==> config.mk <==
export PLATFORM = sky130hd
export DESIGN_NAME = router_ingress_queue_flat
export DESIGN_NICKNAME = d
export VERILOG_FILES = /design/src/rtl/router_pkg.sv /design/src/rtl/router_ingress_queue_if.sv /design/src/rtl/router_fifo_mem.sv /design/src/rtl/router_ingress_queue.sv /design/src/flat_wrapper.sv
export SDC_FILE = /design/constraint.sdc
export NUM_CORES = 1
export LEC_CHECK = 0
export CAP_MARGIN = 20
export CELL_PAD_IN_SITES_DETAIL_PLACEMENT = 2
export CELL_PAD_IN_SITES_GLOBAL_PLACEMENT = 2
export CORE_ASPECT_RATIO = 1.4
export CORE_MARGIN = 5
export CORE_UTILIZATION = 41
export CTS_CLUSTER_DIAMETER = 30
export CTS_CLUSTER_SIZE = 14
export DETAILED_ROUTE_END_ITERATION = 7
export PLACE_DENSITY = 0.73
export SLEW_MARGIN = 10
export SYNTH_ARGS = -nofsm -noshare
export SYNTH_HDL_FRONTEND = slang
export SYNTH_SLANG_ARGS = --single-unit
==> constraint.sdc <==
create_clock -name clk -period 3.68 [get_ports clk]
set_input_delay 0.552 -clock clk [delete_from_list [all_inputs] [get_ports clk]]
set_output_delay 0.552 -clock clk [all_outputs]
set_load 0.05 [all_outputs]
==> src/rtl/router_pkg.sv <==
// Shared router constants and the destination-port address type.
`default_nettype none

package router_pkg;

   localparam int NUM_PORTS   = 4;
   localparam int PORT_ADDR_W = 2;

   typedef logic [PORT_ADDR_W-1:0] port_addr_t;

endpackage : router_pkg

`default_nettype wire

==> src/rtl/router_ingress_queue_if.sv <==
// Ingress-side and router-side signal bundle of the ingress queue.
`default_nettype none

interface router_ingress_queue_if
   import router_pkg::*;
#(
   parameter int DATA_WIDTH = 32,
   parameter int DEPTH      = 8
);

   logic [DATA_WIDTH-1:0]     in_data;
   port_addr_t                in_addr;
   logic                      in_valid;
   logic                      in_ready;
   logic [NUM_PORTS-1:0]      port_busy;
   logic [DATA_WIDTH-1:0]     din;
   logic                      din_en;
   port_addr_t                addr;
   logic [$clog2(DEPTH):0]    count;
   logic [15:0]               stall_cycles;

   modport master (
      output in_data, in_addr, in_valid, port_busy,
      input  in_ready, din, din_en, addr, count, stall_cycles
   );

   modport slave (
      input  in_data, in_addr, in_valid, port_busy,
      output in_ready, din, din_en, addr, count, stall_cycles
   );

endinterface : router_ingress_queue_if

`default_nettype wire

==> src/rtl/router_fifo_mem.sv <==
// Queue storage: synchronous write, asynchronous read, no reset on the array.
`default_nettype none

module router_fifo_mem #(
   parameter int DEPTH = 8,
   parameter int WIDTH = 34
) (
   input  wire logic                     clk,
   input  wire logic                     i_we,
   input  wire logic [$clog2(DEPTH)-1:0] i_waddr,
   input  wire logic [WIDTH-1:0]         i_wdata,
   input  wire logic [$clog2(DEPTH)-1:0] i_raddr,
   output      logic [WIDTH-1:0]         o_rdata
);

   logic [WIDTH-1:0] r_mem [DEPTH];

   always_ff @(posedge clk) begin
      if (i_we) begin
         r_mem[i_waddr] <= i_wdata;
      end
   end

   assign o_rdata = r_mem[i_raddr];

endmodule : router_fifo_mem

`default_nettype wire

==> src/rtl/router_ingress_queue.sv <==
// ==========================================================================
//  router_ingress_queue : in-order ingress FIFO feeding a 4-port router,
//  with per-destination head-of-line backpressure and a stall counter.
//  Revision: 1.0
// ==========================================================================
`default_nettype none

module router_ingress_queue
   import router_pkg::*;
#(
   parameter int DATA_WIDTH = 32,
   parameter int DEPTH      = 8
) (
   input  wire logic              clk,
   input  wire logic              rst,
   router_ingress_queue_if.slave  bus
);

   localparam int c_PTR_W = $clog2(DEPTH);
   localparam int c_CNT_W = c_PTR_W + 1;
   localparam int c_ENT_W = DATA_WIDTH + PORT_ADDR_W;
   localparam logic [c_CNT_W-1:0] c_FULL = c_CNT_W'(DEPTH);

   logic [c_PTR_W-1:0]    r_wr_ptr;
   logic [c_PTR_W-1:0]    r_rd_ptr;
   logic [c_CNT_W-1:0]    r_count;
   logic [15:0]           r_stall;

   logic [c_ENT_W-1:0]    w_head;
   port_addr_t            w_head_addr;
   logic [DATA_WIDTH-1:0] w_head_data;
   logic                  w_in_ready;
   logic                  w_din_en;
   logic                  w_push;
   logic                  w_pop;

   router_fifo_mem #(
      .DEPTH (DEPTH),
      .WIDTH (c_ENT_W)
   ) u_mem (
      .clk     (clk),
      .i_we    (w_push),
      .i_waddr (r_wr_ptr),
      .i_wdata ({bus.in_addr, bus.in_data}),
      .i_raddr (r_rd_ptr),
      .o_rdata (w_head)
   );

   assign w_head_addr = w_head[c_ENT_W-1 -: PORT_ADDR_W];
   assign w_head_data = w_head[DATA_WIDTH-1:0];

   // Readiness depends only on registered occupancy; a pop in the same cycle
   // does not open a slot while full.
   assign w_in_ready = !rst && (r_count < c_FULL);
   assign w_din_en   = (r_count != '0) && !bus.port_busy[w_head_addr];
   assign w_push     = bus.in_valid && w_in_ready;
   assign w_pop      = w_din_en;

   always_ff @(posedge clk or posedge rst) begin
      if (rst) begin
         r_wr_ptr <= '0;
         r_rd_ptr <= '0;
         r_count  <= '0;
         r_stall  <= '0;
      end else begin
         if (w_push) begin
            r_wr_ptr <= r_wr_ptr + 1'b1;
         end
         if (w_pop) begin
            r_rd_ptr <= r_rd_ptr + 1'b1;
         end
         case ({w_push, w_pop})
            2'b10:   r_count <= r_count + 1'b1;
            2'b01:   r_count <= r_count - 1'b1;
            default: r_count <= r_count;
         endcase
         if ((r_count != '0) && !w_din_en && (r_stall != 16'hFFFF)) begin
            r_stall <= r_stall + 1'b1;
         end
      end
   end

   assign bus.in_ready     = w_in_ready;
   assign bus.din_en       = w_din_en;
   assign bus.din          = w_din_en ? w_head_data : '0;
   assign bus.addr         = w_din_en ? w_head_addr : '0;
   assign bus.count        = r_count;
   assign bus.stall_cycles = r_stall;

endmodule : router_ingress_queue

`default_nettype wire

==> src/flat_wrapper.sv <==
// flat-port wrapper written by rule: the top's interface ports become plain ports
module router_ingress_queue_flat import router_pkg::*;
#(
   parameter int DATA_WIDTH = 32,
   parameter int DEPTH      = 8
)
  (clk, rst, bus_in_data, bus_in_addr, bus_in_valid, bus_port_busy, bus_in_ready, bus_din, bus_din_en, bus_addr, bus_count, bus_stall_cycles);
  router_ingress_queue_if #(.DATA_WIDTH(DATA_WIDTH), .DEPTH(DEPTH)) bus_i ();
  input  wire logic clk;
  input  wire logic rst;
  input wire logic [$bits(bus_i.in_data)-1:0] bus_in_data;
  input wire logic [$bits(bus_i.in_addr)-1:0] bus_in_addr;
  input wire logic [$bits(bus_i.in_valid)-1:0] bus_in_valid;
  input wire logic [$bits(bus_i.port_busy)-1:0] bus_port_busy;
  output wire logic [$bits(bus_i.in_ready)-1:0] bus_in_ready;
  output wire logic [$bits(bus_i.din)-1:0] bus_din;
  output wire logic [$bits(bus_i.din_en)-1:0] bus_din_en;
  output wire logic [$bits(bus_i.addr)-1:0] bus_addr;
  output wire logic [$bits(bus_i.count)-1:0] bus_count;
  output wire logic [$bits(bus_i.stall_cycles)-1:0] bus_stall_cycles;
  assign bus_i.in_data = bus_in_data;
  assign bus_i.in_addr = bus_in_addr;
  assign bus_i.in_valid = bus_in_valid;
  assign bus_i.port_busy = bus_port_busy;
  assign bus_in_ready = bus_i.in_ready;
  assign bus_din = bus_i.din;
  assign bus_din_en = bus_i.din_en;
  assign bus_addr = bus_i.addr;
  assign bus_count = bus_i.count;
  assign bus_stall_cycles = bus_i.stall_cycles;
  router_ingress_queue #(.DATA_WIDTH(DATA_WIDTH), .DEPTH(DEPTH)) u_core (.clk(clk), .rst(rst), .bus(bus_i));
endmodule
* Word level (Yosys, flattened, before mapping)
Memory sizes are Yosys's and may differ from the RTL's.
Index checks and enable logic that the tools add are counted.
** Storage, ports and cells
- Output and inout port bits :: 56
- Bits in registers :: 26
- Memories kept :: 1
- Input bits :: 41
- Bits in writable memories :: 272
** Memories
- u_core.u_mem.r_mem :: words 8, bits a word 34, rd ports 1, clocked after memory_dff 0, write ports 1, line router_fifo_mem.sv:16 : logic [WIDTH-1:0] r_mem [DEPTH];
** Operators by class
- Muxes and demuxes :: 7
- Reduce and logical (&&, ||, !) cells :: 10
- Magnitude comparators :: 2
- $add $sub $neg :: 5
- Equality and inequality tests :: 3
** Operators with widths (number)
- 2-to-1 mux 32 bit :: 1
- adder 16 x 1 -> 16 bit (second input constant) :: 1
- inequality test 16 bit (second input constant) :: 1
- one-hot mux 4 bit (2 select lines) :: 1
- adder 3 x 1 -> 3 bit (second input constant) :: 2
- logical AND 1 bit :: 5
- adder 4 x 1 -> 4 bit (second input constant) :: 1
- < comparator 4 bit (second input constant) :: 1
- nonzero test 4 bit :: 1
- subtractor 4 x 1 -> 4 bit (second input constant) :: 1
- logical NOT 1 bit :: 3
- < comparator 2 x 3 -> 1 bit (second input constant) :: 1
- 2-to-1 mux 1 bit :: 3
- binary-select mux 1 bit (select 2 bit) :: 1
- equality test 2 x 1 -> 1 bit (second input constant) :: 1
- equality test 2 bit (second input constant) :: 1
- 2-to-1 mux 2 bit :: 1
- nonzero test 2 bit :: 1

* Logic depth before layout (Yosys ltp)
An unclocked memory read counts as a cell.
- Depth after elaboration :: 8
- Gate-level depth with buffers :: 14

* Modules after synthesis
A second synthesis with hierarchy kept.
** Unflattened totals
- Cells, all modules :: 565
- Area, all modules :: 12044.1 µm²
** By module, submodules not included
- router_fifo_mem :: times used 1, area each 10402.5 µm², cells each 407
- router_ingress_queue :: times used 1, area each 1641.6 µm², cells each 158

* Worst setup path after synthesis
No wires, ideal clock.
- Path type :: register to register
- From :: register u_core.r_count[3], in the netlist u_core.bus.count[3]
- To :: memory u_core.u_mem.r_mem[0][0] (enable)
- Buffers on the path :: 1
- Setup slack :: -1.036 ns
- Arrival time :: 4.249 ns
- Clock period less this slack :: 4.716 ns
- Required time :: 3.213 ns
- Cell stages (with the launch flop) :: 6
- Path through :: dfrtp_1 -> nor2_1 -> and2_1 -> clkbuf_1 -> nand2b_1 -> nor3_1
** On the way
- Cells in the longest elaborated chain, start to end :: 5
** Ends and longest elaborated chain
- start: declaration :: line router_ingress_queue.sv:26 : logic [c_CNT_W-1:0] r_count;
- start signal: assignment :: line router_ingress_queue.sv:73 : 2'b10: r_count <= r_count + 1'b1;
- start signal: assignment :: line router_ingress_queue.sv:74 : 2'b01: r_count <= r_count - 1'b1;
- start signal: assignment :: line router_ingress_queue.sv:75 : default: r_count <= r_count;
- < comparator 4 bit :: line router_ingress_queue.sv:54 : assign w_in_ready = !rst && (r_count < c_FULL);
- logical AND 1 bit :: line router_ingress_queue.sv:54
- net bus_in_ready :: line flat_wrapper.sv:15 : output wire logic [$bits(bus_i.in_ready)-1:0] bus_in_ready;
- logical AND 1 bit :: line router_ingress_queue.sv:56 : assign w_push = bus.in_valid && w_in_ready;
- 2-to-1 mux 1 bit :: line router_fifo_mem.sv:19 : if (i_we) begin
- 2-to-1 mux 1 bit (implied by the code) :: line router_fifo_mem.sv:20 : r_mem[i_waddr] <= i_wdata;
- end: declaration :: line router_fifo_mem.sv:16
The timed path passes the listed nets, and every way through them passes these cells.

* Worst setup path in the final report
- From :: register u_core.r_rd_ptr[0]
- To :: output bus_din[0]
** On the way
- Cells in the longest elaborated chain, start to end :: 6
** Ends and longest elaborated chain
- start: declaration :: line router_ingress_queue.sv:25 : logic [c_PTR_W-1:0] r_rd_ptr;
- start signal: assignment :: line router_ingress_queue.sv:70 : r_rd_ptr <= r_rd_ptr + 1'b1;
- memory (8 x 34 bit) (*)
- binary-select mux 1 bit (select 2 bit) :: line router_ingress_queue.sv:55 : assign w_din_en = (r_count != '0) && !bus.port_busy[w_head_addr];
- 2-to-1 mux 1 bit (implied by the code) :: line router_ingress_queue.sv:55
- logical NOT 1 bit :: line router_ingress_queue.sv:55
- logical AND 1 bit :: line router_ingress_queue.sv:55
- 2-to-1 mux 32 bit (*) :: line router_ingress_queue.sv:85 : assign bus.din = w_din_en ? w_head_data : '0;
- end: declaration :: line flat_wrapper.sv:16 : output wire logic [$bits(bus_i.din)-1:0] bus_din;
Every way passes the cells marked *; elsewhere a longest branch is shown, timed or not. The select of a mux whose other input is x is not followed.

==> impl_metrics.csv <==
group,metric,value,unit
yosys,yosys.area_share.simple,5.80,%
yosys,synth_edf_count,272,
timing,max-slew-margin-rel,32.3,%
global_routing,grt.total_usage,20.4,%
yosys,yosysSeqAreaShare,73.7,%
global_routing,grt_max_degree,42,
routing,drc,0,
clock_network,tritoncts,"done",
routing,drt-initial-drc-count,412,
power,power.leakage,5.36,nW
yosys,syn-num-nets,616,
timing,rsz0062_at_grt,"true",
yosys,yosys_most_used_dff,"edfxtp_1",
power,peakVddDrop,0.625,mV
cells_and_area,antenna_cells,0,
timing,report.final.slew_viol_count,0,
die,io_pins,97,
power,internal-power,9.75,mW
global_routing,grt_pass1_wl,49.2,mm
worst_setup_path,critPathLaunch,"u_core.r_rd_ptr[0]",
worst_setup_path,worst_setup_path_start_kind,"register",
clock_network,cts_buffer_depth,3,
yosys,yosys_register_bits,298,
timing,tightest_slew,1010,ps
placement,numPortBuffers,96,
yosys,synth_cell_type_count,35,
cells_and_area,syn2layout_area_growth,30.8,%
cells_and_area,drive_gt1_share,35.2,%
die,core,0.0290,sq mm
placement,dpl.hpwl,18.2,mm
run,maxCapViolations,0,
yosys,ys_warn_count,0,
clock_network,numCtsBuffers,50,
yosys,ys_async_sr_fraction,8.72,%
routing,dr_total_vias,6170,
power,power_switching,5.77,mW
worst_setup_path,path_class,"register to output pin",
cells_and_area,nNetsFinal,768,
timing,min_period,3730,ps
clock_network,clkLatencyLatePin,550,ps
clock_network,ctsHtreeMaxLevel,2,
cells_and_area,n_fill_cell,2400,
worst_setup_path,r2r_setup_slack,170,ps
placement,place.gp.congestion,0.722,
yosys,avgSynthCellArea,21.0,sq um
global_routing,overflow,0,
status,violations,"negative setup slack",
power,pwr-share-comb,44.8,%
placement,dp_cells,1039,
timing,setup_violations,24,
yosys,yosys.area_share.adder,0.627,%
routing,drt-total-wl,32.5,mm
clock_network,clock-root-buffer,"clkbuf_16",
timing,skew,21.5,ps
status,outcome,"finished with violations",
cells_and_area,fin_util,54.0,%
worst_setup_path,required,3130,ps
cells_and_area,fin_cells,1141,
yosys,synth_compound_area_share,0.293,%
worst_setup_path,worstPathArrival,3180,ps
global_routing,antenna_found_initial,1,
global_routing,grt_pass1_vias,7222,
yosys,synthCells,569,
die,start_util,41.3,%
power,clockPowerShare,28.0,%
yosys,synthMuxAreaShare,16.6,%
yosys,synth_xor_area_share,1.54,%
power,swShare,37.2,%
worst_setup_path,critPathCaptureType,"output pin",
routing,first_pass_iters,4,
routing,postRouteAntennaNets,0,
timing,holdWs,422,ps
clock_network,clkTransAtPathRegs,50,ps
timing,fin_ws,-48.9,ps
clock_network,clkSinkCount,298,
worst_setup_path,timing.rr.start,"u_core.r_rd_ptr[0]",
worst_hold_path,min-delay-path-class,"input pin to asynchronous set/reset pin",
die,dieArea,0.0328,sq mm
timing,fmax,0.268,GHz
die,dieHeight,212,um
power,seq_power_share,27.2,%
die,die_w,154,um
worst_setup_path,critPathMaxFanout,7,
yosys,synth_top_family_by_area,"multiplexers",
timing,hold_viol_final,0,
clock_network,postCtsHoldBufs,0,
die,rows,74,
power,power_density,991,mW/mm^2
timing,post-route-period-util,101,%
routing,routed_via_density,5.41,
routing,routedWlPerCell,28.4,um
yosys,netlist_area,0.0120,sq mm
power,power,15.5,mW
-- synth_stat cells (2+ instances only) --
master / instances / share of area [%]
a21oi_1: 2 / 0.084
and2_1: 3 / 0.16
and3_1: 11 / 0.58
and4_1: 4 / 0.29
buf_1: 6 / 0.19
buf_6: 2 / 0.19
buf_8: 3 / 0.38
clkbuf_1: 17 / 0.53
dfrtp_1: 26 / 5.4
edfxtp_1: 272 / 68
ha_1: 6 / 0.63
inv_1: 3 / 0.094
mux2_1: 5 / 0.47
mux2_2: 6 / 0.56
mux2i_1: 33 / 2.8
mux4_2: 68 / 13
nand2_1: 6 / 0.19
nand2b_1: 6 / 0.31
nand3_1: 9 / 0.38
nand3b_1: 2 / 0.13
nand4_1: 5 / 0.26
nor2_1: 12 / 0.38
nor2_4: 30 / 2.8
nor3_1: 2 / 0.084
xnor2_1: 15 / 1.1
xor2_1: 6 / 0.44
-- cell families after synthesis --
kind of cell	after synthesis
AO/OA/AOI/OAI	6
XOR/XNOR	21
adder cells (fa/ha/maj)	6
buffers and inverters	33
flip-flops	298
multiplexers	112
AND/OR/NAND/NOR	93
-- area by class of cell --
cell class	instances	area, sq um	area share, %
multi-input combinational	238	3070	19.6
clock inverter	34	267	1.70
tap	380	475	3.04
timing repair buffer	129	1690	10.8
sequential	298	8830	56.4
clock buffer	58	1300	8.32
inverter	4	22.5	0.144
-- stage by stage --
| stage | setup TNS, ps | cell area [sq um] | worst slack, ps |
|---|---|---|---|
| 4_1_cts | -1950 | 15700 | -71.5 |
| 6_report | -871 | 15700 | -48.9 |
| 5_1_grt | -3460 | 15700 | -132 |
| 3_5_place_dp | 0 | 13900 | 320 |
| 2_1_floorplan | -25480 | 12000 | -126 |
| 3_3_place_gp | 0 | 13900 | 465 |
-- per-layer routing --
layer / global-route usage, % / vias up / wire length (um) / share of wire, %
met5: 0 / - / 13 / 0.040
met4: 5.82 / 2 / 680 / 2.1
met3: 4.05 / 54 / 1330 / 4.1
met2: 36.4 / 170 / 17700 / 54
met1: 25.3 / 3322 / 12700 / 39
li1: - / 2622 / - / -
-- critical path: stages (launching register included) --
cell and delay, ps:
dfrtp_4 530, mux2_4 310, mux4_2 500, mux4_2 460, nand2b_4 210, bufbuf_16 320, nor2_4 140, buf_12 150
-- layout by cell type (no fill, tap or decap), drive strengths merged --
master	count
nand2	6
xor2	6
nor2	42
a31oi	1
clkdlybuf4s50	61
or4	1
mux2i	33
o21ai	1
nand4	5
mux2	11
ha	6
mux4	68
nor3	2
dfrtp	26
and2	3
bufbuf	1
nand3	9
and3	11
nand2b	7
inv	11
xnor2	15
o22ai	1
a21boi	1
a21oi	2
and4	4
bufinv	2
nand3b	2
clkinv	22
buf	67
clkinvlp	3
nor4	1
edfxtp	272
clkbuf	58
-- state kept, by name, summed over array words and instances, names as in the netlist --
register and count:
u_core.bus.stall_cycles 16, u_core.r_rd_ptr 3, u_core.r_wr_ptr 3, u_core.bus.count 4
u_core.u_mem.r_mem 272
-- path summary, 6_finish.rpt --
kind	end	depth (start not counted)
hold / removal	u_core.bus.count[1]	3
hold reg to reg	u_core.bus.stall_cycles[4]	1
setup reg to reg	u_core.bus.count[2]	13
min in group clk	u_core.bus.stall_cycles[4]	1
max in group asynchronous	u_core.r_rd_ptr[2]	3
setup / recovery	bus_din[0]	7
-- power by group through the flow --
stage / combinational (mW) / clock [mW] / sequential (mW)
after floorplan: 3.91 / 0 / 4.36
after global placement: 6.24 / 0 / 4.22
after detailed placement: 6.41 / 0 / 4.28
after CTS: 7.10 / 4.44 / 4.21
after global routing: 7.29 / 4.64 / 4.24
final: 6.96 / 4.35 / 4.22
-- what timing repair did --
action / in CTS / in global routing
endpoints found under the setup margin: 32 / 34
hold endpoints to repair: 0 / 0
pin swaps: 28 / 2
setup buffers: 5 / 2
resized for setup: 18 / 2
cloned: 4 / 0
(Power assumes the default switching activity.)
